==> src/rtl/uart_rx_fifo.sv <==
// Receive-side FWFT FIFO behind the UART receiver: captures words on rx_done_tick,
// exposes the head word combinationally, and reports occupancy plus sticky overflow.
module uart_rx_fifo #(
  parameter int DBIT     = 8,
  parameter int DEPTH    = 16,
  parameter int AF_LEVEL = 12
) (
  input  logic                     clk,
  input  logic                     rst,
  input  logic                     rx_done_tick,
  input  logic [DBIT-1:0]          rx_dout,
  input  logic                     rd_en,
  output logic [DBIT-1:0]          rd_data,
  output logic                     empty,
  output logic                     full,
  output logic                     almost_full,
  output logic [$clog2(DEPTH):0]   count,
  output logic                     overflow,
  input  logic                     ovf_clr
);
  localparam int ADDR = $clog2(DEPTH);
  localparam logic [ADDR:0] AF_THR = (ADDR+1)'(AF_LEVEL);

  logic [ADDR:0]   wr_ptr, rd_ptr;
  logic [DBIT-1:0] mem [DEPTH];
  logic            push, pop, ovf_evt;

  // Status derives purely from the registered pointers, so it follows reset at once.
  assign empty       = (wr_ptr == rd_ptr);
  assign full        = (wr_ptr[ADDR-1:0] == rd_ptr[ADDR-1:0]) && (wr_ptr[ADDR] != rd_ptr[ADDR]);
  assign count       = wr_ptr - rd_ptr;
  assign almost_full = (count >= AF_THR);
  assign rd_data     = empty ? '0 : mem[rd_ptr[ADDR-1:0]];

  assign pop     = rd_en && !empty;
  assign push    = rx_done_tick && (!full || pop);
  assign ovf_evt = rx_done_tick && full && !pop;

  always_ff @(posedge clk or posedge rst) begin
    if (rst) begin
      wr_ptr   <= '0;
      rd_ptr   <= '0;
      overflow <= 1'b0;
    end else begin
      if (push) wr_ptr <= wr_ptr + 1'b1;
      if (pop)  rd_ptr <= rd_ptr + 1'b1;
      // A new drop outranks a simultaneous clear.
      if (ovf_evt)      overflow <= 1'b1;
      else if (ovf_clr) overflow <= 1'b0;
    end
  end

  always_ff @(posedge clk) begin
    if (push) mem[wr_ptr[ADDR-1:0]] <= rx_dout;
  end
endmodule

==> config.mk <==
export PLATFORM = sky130hd
export DESIGN_NAME = uart_rx_fifo
export DESIGN_NICKNAME = d
export VERILOG_FILES = /design/src/rtl/uart_rx_fifo.sv
export SDC_FILE = /design/constraint.sdc
export NUM_CORES = 1
export LEC_CHECK = 0
export BUFFER_PORTS_ARGS = -buffer_cell sky130_fd_sc_hd__buf_2
export CORE_ASPECT_RATIO = 0.75
export CORE_MARGIN = 2
export CORE_UTILIZATION = 25
export DETAILED_ROUTE_END_ITERATION = 16
export SLEW_MARGIN = 5
export SYNTH_ARGS = -nofsm -noshare
export SYNTH_HDL_FRONTEND = slang
export SYNTH_SLANG_ARGS = --single-unit
==> constraint.sdc <==
create_clock -name clk -period 3.9 [get_ports clk]
set_input_delay 0.78 -clock clk [delete_from_list [all_inputs] [get_ports clk]]
set_output_delay 0.78 -clock clk [all_outputs]
set_load 0.05 [all_outputs]
# Word-level counts from Yosys, hierarchy flattened
# Memory sizes are Yosys's and may differ from the RTL's.
# Index checks and enable logic that the tools add are counted.
dict set report word_totals {
  register_bits 11
  ramBits 128
  input_bits 13
  out_inout_bits 17
  mem_count 1
}
dict set report classes {
  n_addsub 3
  order_cmp 1
  n_eq_ne 3
  mux 5
  reduce_logical 10
}
# memory depth word_bits rd rd_clocked_by_memory_dff wr line_no
set memory_table {}
lappend memory_table {mem 16 8 1 0 1 25} ;# logic [DBIT-1:0] mem [DEPTH];
# cell n
set ops {}
lappend ops {{adder 5 x 1 -> 5 bit (second input constant)} 2}
lappend ops {{2-to-1 mux 8 bit} 1}
lappend ops {{equality test 5 bit} 1}
lappend ops {{>= comparator 5 x 4 -> 1 bit (second input constant)} 1}
lappend ops {{logical AND 1 bit} 5}
lappend ops {{subtractor 5 bit} 1}
lappend ops {{equality test 4 bit} 1}
lappend ops {{2-to-1 mux 1 bit} 4}
lappend ops {{zero test 1 bit} 3}
lappend ops {{nonzero test 2 bit} 1}
lappend ops {{logical OR 1 bit} 1}
lappend ops {{!= test 1 bit} 1}

# Longest topological paths before layout
# Gate-level depths: netlist of run 1.
dict set report depth {
  depth_word 7
  mapped_depth 10
}

# Least setup slack after synthesis of run 1
# No wires, ideal clock.
dict set report synth_timing {
  kind {flip-flop to output port}
  from {register rd_ptr[2]}
  to {output almost_full}
  arrival_time_ps 2717
  setup_slack_ps 403
  stages_incl_launch_ff 9
  path_buffers 2
  path_cell_list {dfrtp_1 > clkbuf_1 > buf_2 > inv_1 > ha_1 > a21o_1 > a21oi_1 > xnor2_1 > a31o_2}
}
dict set report synth_between {
  elab_chain_cells 2
}
# element line_no
set synth_lines {}
lappend synth_lines {{start: declaration} 24} ;# logic [ADDR:0] wr_ptr, rd_ptr;
lappend synth_lines {{start signal: assignment} 46} ;# if (pop) rd_ptr <= rd_ptr + 1'b1;
lappend synth_lines {{subtractor 5 bit} 31} ;# assign count = wr_ptr - rd_ptr;
lappend synth_lines {{via count[4]} 17} ;# output logic [$clog2(DEPTH):0] count,
lappend synth_lines {{>= comparator 5 x 4 -> 1 bit} 32} ;# assign almost_full = (count >= AF_THR);
lappend synth_lines {{end: declaration} 16} ;# output logic almost_full,
# The timed path passes the listed nets, and every way through them passes these cells.

# Final worst setup path of run 1
dict set report layout_timing {
  from {register wr_ptr[2]}
  to {output rd_data[0]}
}
dict set report layout_between {
  elab_chain_cells 2
}
# element line_no
set layout_lines {}
lappend layout_lines {{start: declaration} 24}
lappend layout_lines {{start signal: assignment} 45} ;# if (push) wr_ptr <= wr_ptr + 1'b1;
lappend layout_lines {{equality test 5 bit} 29} ;# assign empty = (wr_ptr == rd_ptr);
lappend layout_lines {{2-to-1 mux 8 bit} 33} ;# assign rd_data = empty ? '0 : mem[rd_ptr[ADDR-1:0]];
lappend layout_lines {{end: declaration} 13} ;# output logic [DBIT-1:0] rd_data,
# Every way passes these cells.

==> flow_summary.toml, run 1 <==
[status]
status = "finished clean"

[timing]
fin_skew_ns = 0.0103
layout_worst_path_cycle_share = 0.901
tns_ns = 0
tightestPinTransition_ns = 0.995
rsz0062_at_grt = "false"
setup_viol = 0
slew_violations = 0
max-slew-margin-rel = 0.334
timing.final.ws_setup_ns = 0.386
final.min_clock_period_ns = 3.51
fmax_mhz = 285
hold_viol = 0

[die]
die-area_um2 = 24200
core_area_um2 = 22800
die_w_um = 179
die_h_um = 135
placementRows = 48
io_pins = 30
initial_utilization = 0.253

[yosys]
synth_compound_area_frac = 0.0237
yosysSeqAreaShare = 0.717
synth_fa_ha_area_frac = 0.0231
ys_warn_count = 0
ys_seq_elements = 139
synth_nets = 321
synth_xor_area_frac = 0.0168
synth_mux_area_frac = 0.163
synth_top_family_by_area = "multiplexers"
yosys.area_share.simple = 0.0329
syn_avg_cell_area_um2 = 19.3
yosysUniqueCellTypes = 38
netlist_area_um2 = 5750
synthCells = 298

[global_routing]
grt_pass1_wl_mm = 18.3
antenna_found_initial = 1
grt_max_degree = 34
gr-usage-all-layers = 0.106
gr-total-overflow = 0
grt_pass1_vias = 2991

[detailed_routing]
routed_wl_mm = 11.8
firstDrtPassIters = 6
route.detailed.drc = 0
dr.first_iter.drc_count = 340
routedWlPerCell_um = 18.1
drtAntennaViolNets = 0
num_vias = 2873
viasPerCell = 4.40

[clock_network]
cts.clk_slew.worst_paths_ns = 0.06
cts_resized = 0
clk_latency_ns = 0.41
hold_buffers = 0
root_buffer = "clkbuf_16"
h-tree-depth = 4
cts_buffers = 17
tritoncts = "done"
post_cts_buffers = 0
cts_max_path_buffers = 2
cts_sinks = 139

[critical_path]
required_ns = 3.12
crit_path_max_incr_delay_ns = 0.50
worstPathMaxFanout = 13
start_kind = "register"
path_buf_inv = 1
crit_chain = "ha_1 -> and4_1 -> nand2_1 -> o21ai_0 -> a21oi_1 -> buf_2"
cp_top_family = "simple AND/OR/NAND/NOR gates"
cp_slowest_cell = "dfrtp_1"
arrival_ns = 2.73
startpoint = "wr_ptr[2]$_DFFE_PP0P_"
setup.worst_path.class = "register to primary output"
critical_path.endpoint_type = "primary output"
r2r_start = "wr_ptr[2]$_DFFE_PP0P_"

[cells_and_area]
area_growth_syn_to_layout_pct = 18.1
fillCellCount = 2199
final_common_cell = "edfxtp_1"
final_cells = 653
seqCellArea_um2 = 4120
fin_nets = 362
utilization = 0.298
mostFrequentLayoutCells = "edfxtp_1 (128), buf_2 (29), mux4_2 (23)"
multi_input_area_um2 = 1490
drive_above_1_share = 0.290

[placement]
dp.final_hpwl_mm = 7.72
io_buffers = 29
place_ws_ns = 0.833
dp.cells = 620
gp_congestion = 0.772

[min_path]
worstHoldPathType = "primary input to asynchronous set/reset pin"

[flow_run]
maxCapViolCount = 0
[metal layers]
layer | wire, µm | GRT usage | up-vias
met3 | 827 | 0.0328 | 11
met4 | 131 | 0.0349 | 0
li1 | - | - | 1286
met5 | 0 | 0 | -
met1 | 5520 | 0.152 | 1479
met2 | 5330 | 0.152 | 97
[worst register-to-register path, cell delays in order (launching register included)]
cell	delay (ns)
dfrtp_1	0.50
ha_1	0.42
nand4_1	0.16
o31a_1	0.35
nand2_1	0.19
nor2_1	0.79
[sequential cells by signal, summed over array words and instances (netlist names)]
register / count
overflow: 1
rd_ptr: 5
wr_ptr: 5
mem: 128
[kinds of logic after synthesis]
logic type      Yosys count
compound gates           24
xor+xnor                 11
fa+ha+maj                10
buf+inv                  26
flops                   139
mux                      49
simple gates             39
[final timing paths]
kind | endpoint | slack (ns) | depth (start not counted)
max | rd_data[0] | 0.39 | 6
min | wr_ptr[4]$_DFFE_PP0P_ | 0.36 | 2
max reg2reg | mem[8][3]$_DFFE_PP_ | 1.11 | 5
min reg2reg | rd_ptr[4]$_DFFE_PP0P_ | 0.49 | 1
max in group asynchronous | wr_ptr[1]$_DFFE_PP0P_ | 3.22 | 2
min in group clk | rd_ptr[4]$_DFFE_PP0P_ | 0.49 | 1
[stage by stage]
stage | hold WS, ns | area (µm²)
after global placement | 0.481 | 6230
after CTS | 0.380 | 6780
final | 0.362 | 6790
after global routing | 0.399 | 6780
after floorplan | 0.465 | 5750
after detailed placement | 0.489 | 6230
[Yosys cell counts (all sizes together)]
cell | count | area [µm²]
nand3 | 3 | 15.0
or3 | 1 | 6.26
o31a | 1 | 8.76
o21a | 1 | 7.51
fa | 1 | 20.0
inv | 11 | 41.3
xor2 | 1 | 8.76
a21o | 1 | 7.51
a21oi | 9 | 45.0
and3 | 2 | 12.5
ha | 9 | 113
clkbuf | 4 | 15.0
nor3 | 4 | 20.0
o21ai | 11 | 58.8
buf | 11 | 82.6
nor2b | 1 | 6.26
xnor2 | 10 | 87.6
and4 | 1 | 8.76
nor2 | 12 | 45.0
mux2i | 8 | 80.1
mux2 | 9 | 101
edfxtp | 128 | 3840
nand2b | 2 | 12.5
a31o | 1 | 8.76
dfrtp | 11 | 275
mux4 | 32 | 754
nand2 | 8 | 30.0
nand4 | 3 | 18.8
nand3b | 1 | 7.51
and2 | 1 | 6.26
[cell type report]
type                       instances  area share
clock inverter                    15      0.0188
multi-input combinational        133       0.220
clock buffer                      17      0.0627
sequential                       139       0.607
inverter                          11     0.00608
timing repair buffer              37      0.0302
tap                              300      0.0553
antenna                            1    0.000369
Power of run 1 is not shown: default switching activity piles up to over one toggle a cycle in this logic, so the estimate is an artifact.
==> run 2, diff against run 1 <==
clock period = 4.2 ns   (was 3.9 ns; I/O delays follow)
==> flow_summary.toml, run 2 (synthesis gave the netlist of run 1 again) <==
[timing]
setup_viol = 0
slew_violations = 0
tns_ns = 0
fmax_mhz = 263
fin_skew_ns = 0.0108
tightestPinTransition_ns = 1.02
layout_worst_path_cycle_share = 0.904
final.min_clock_period_ns = 3.80
rsz0062_at_grt = "false"
max-slew-margin-rel = 0.320
hold_viol = 0

[critical_path]
crit_path_max_incr_delay_ns = 0.60
critical_path.endpoint_type = "primary output"
setup.worst_path.class = "register to primary output"
start_kind = "register"
cp_slowest_cell = "dfrtp_1"
arrival_ns = 2.96
worstPathMaxFanout = 13
cp_top_family = "simple AND/OR/NAND/NOR gates"
path_buf_inv = 2
required_ns = 3.36
crit_chain = "inv_1 -> ha_1 -> and4_1 -> nand2_1 -> o21ai_1 -> a21oi_1 -> buf_2"

[flow_run]
maxCapViolCount = 0

[clock_network]
post_cts_buffers = 0
cts_buffers = 17
h-tree-depth = 4
cts.clk_slew.worst_paths_ns = 0.06
tritoncts = "done"
cts_max_path_buffers = 2
root_buffer = "clkbuf_16"
cts_sinks = 139
hold_buffers = 0
clk_latency_ns = 0.41
cts_resized = 0

[global_routing]
gr-total-overflow = 0
grt_pass1_wl_mm = 17.6
grtUsageMet3 = 0.0365
global_route.usage.met1 = 0.145
antenna_found_initial = 1
grt_max_degree = 28
gr-usage-all-layers = 0.102
met2_usage = 0.146
busiest_layer = "met2"
grt_pass1_vias = 2842

[cells_and_area]
area_growth_syn_to_layout_pct = 18.7
fillCellCount = 2202
drive_above_1_share = 0.297
final_common_cell = "edfxtp_1"
fin_nets = 363
largest_reg_flops = 128
mostFrequentLayoutCells = "edfxtp_1 (128), buf_2 (29), mux4_2 (23)"

[detailed_routing]
viasPerCell = 4.34
routed_wl_mm = 11.7
firstDrtPassIters = 5
route.detailed.drc = 0
dr.first_iter.drc_count = 273
drtAntennaViolNets = 0
routedWlPerCell_um = 18.0
num_vias = 2838

[die]
placementRows = 48
die_h_um = 135
die_w_um = 179
initial_utilization = 0.253
io_pins = 30
core_area_um2 = 22800
die-area_um2 = 24200

[placement]
gp_congestion = 0.737
dp.final_hpwl_mm = 7.68
io_buffers = 29

[status]
status = "finished clean"

[min_path]
worstHoldPathType = "primary input to asynchronous set/reset pin"
## run 2: cell type report
| class | count | area, µm² | share of cell area |
|---|---|---|---|
| flip-flops and latches | 139 | 4120 | 0.604 |
| multi-input cells | 133 | 1490 | 0.218 |
| clock buffers | 17 | 425 | 0.0624 |
| well taps | 300 | 375 | 0.0550 |
| repair buffers | 38 | 213 | 0.0312 |
| clock inverters | 15 | 154 | 0.0226 |
| inverters | 11 | 41.3 | 0.00605 |
| diodes | 1 | 2.50 | 0.000367 |
## run 2: routing by layer
metal | wire length, µm | part of all wire
met5 | 0 | 0
met4 | 119 | 0.010
met3 | 711 | 0.061
met2 | 5170 | 0.44
met1 | 5740 | 0.49
## run 2: worst paths after layout
kind	start	end	slack, ns	cells after the start
max	rd_ptr[1]$_DFFE_PP0P_	rd_data[5]	0.40	7
min	rst	rd_ptr[4]$_DFFE_PP0P_	0.42	2
max reg2reg	rd_ptr[1]$_DFFE_PP0P_	mem[7][2]$_DFFE_PP_	1.15	6
min reg2reg	wr_ptr[4]$_DFFE_PP0P_	wr_ptr[4]$_DFFE_PP0P_	0.49	1
max in group asynchronous	rst	wr_ptr[1]$_DFFE_PP0P_	3.47	2
min in group clk	wr_ptr[4]$_DFFE_PP0P_	wr_ptr[4]$_DFFE_PP0P_	0.49	1
## run 2: stage by stage
stage          hold slack [ns]  instances  setup slack, ns  area (µm²)   util
3_5_place_dp             0.487        621            0.862        6240  0.274
6_report                 0.423        654            0.403        6820  0.300
4_1_cts                  0.422        653            0.394        6820  0.300
2_1_floorplan            0.465        298            0.643        5750      -
3_3_place_gp             0.481        621            0.891        6240  0.274
5_1_grt                  0.455        653            0.188        6820  0.300
## run 2: worst reg2reg max path: cells and delay by family, from the launching register on
| family | cells | cell delay (ns) |
|---|---|---|
| and+or+nand+nor | 3 | 1.16 |
| DFF | 1 | 0.60 |
| adders and majority gates | 1 | 0.36 |
| AOI/OAI and AO/OA | 1 | 0.36 |
| buffers and inverters | 1 | 0.19 |
Power of run 2 is left out for the same reason.
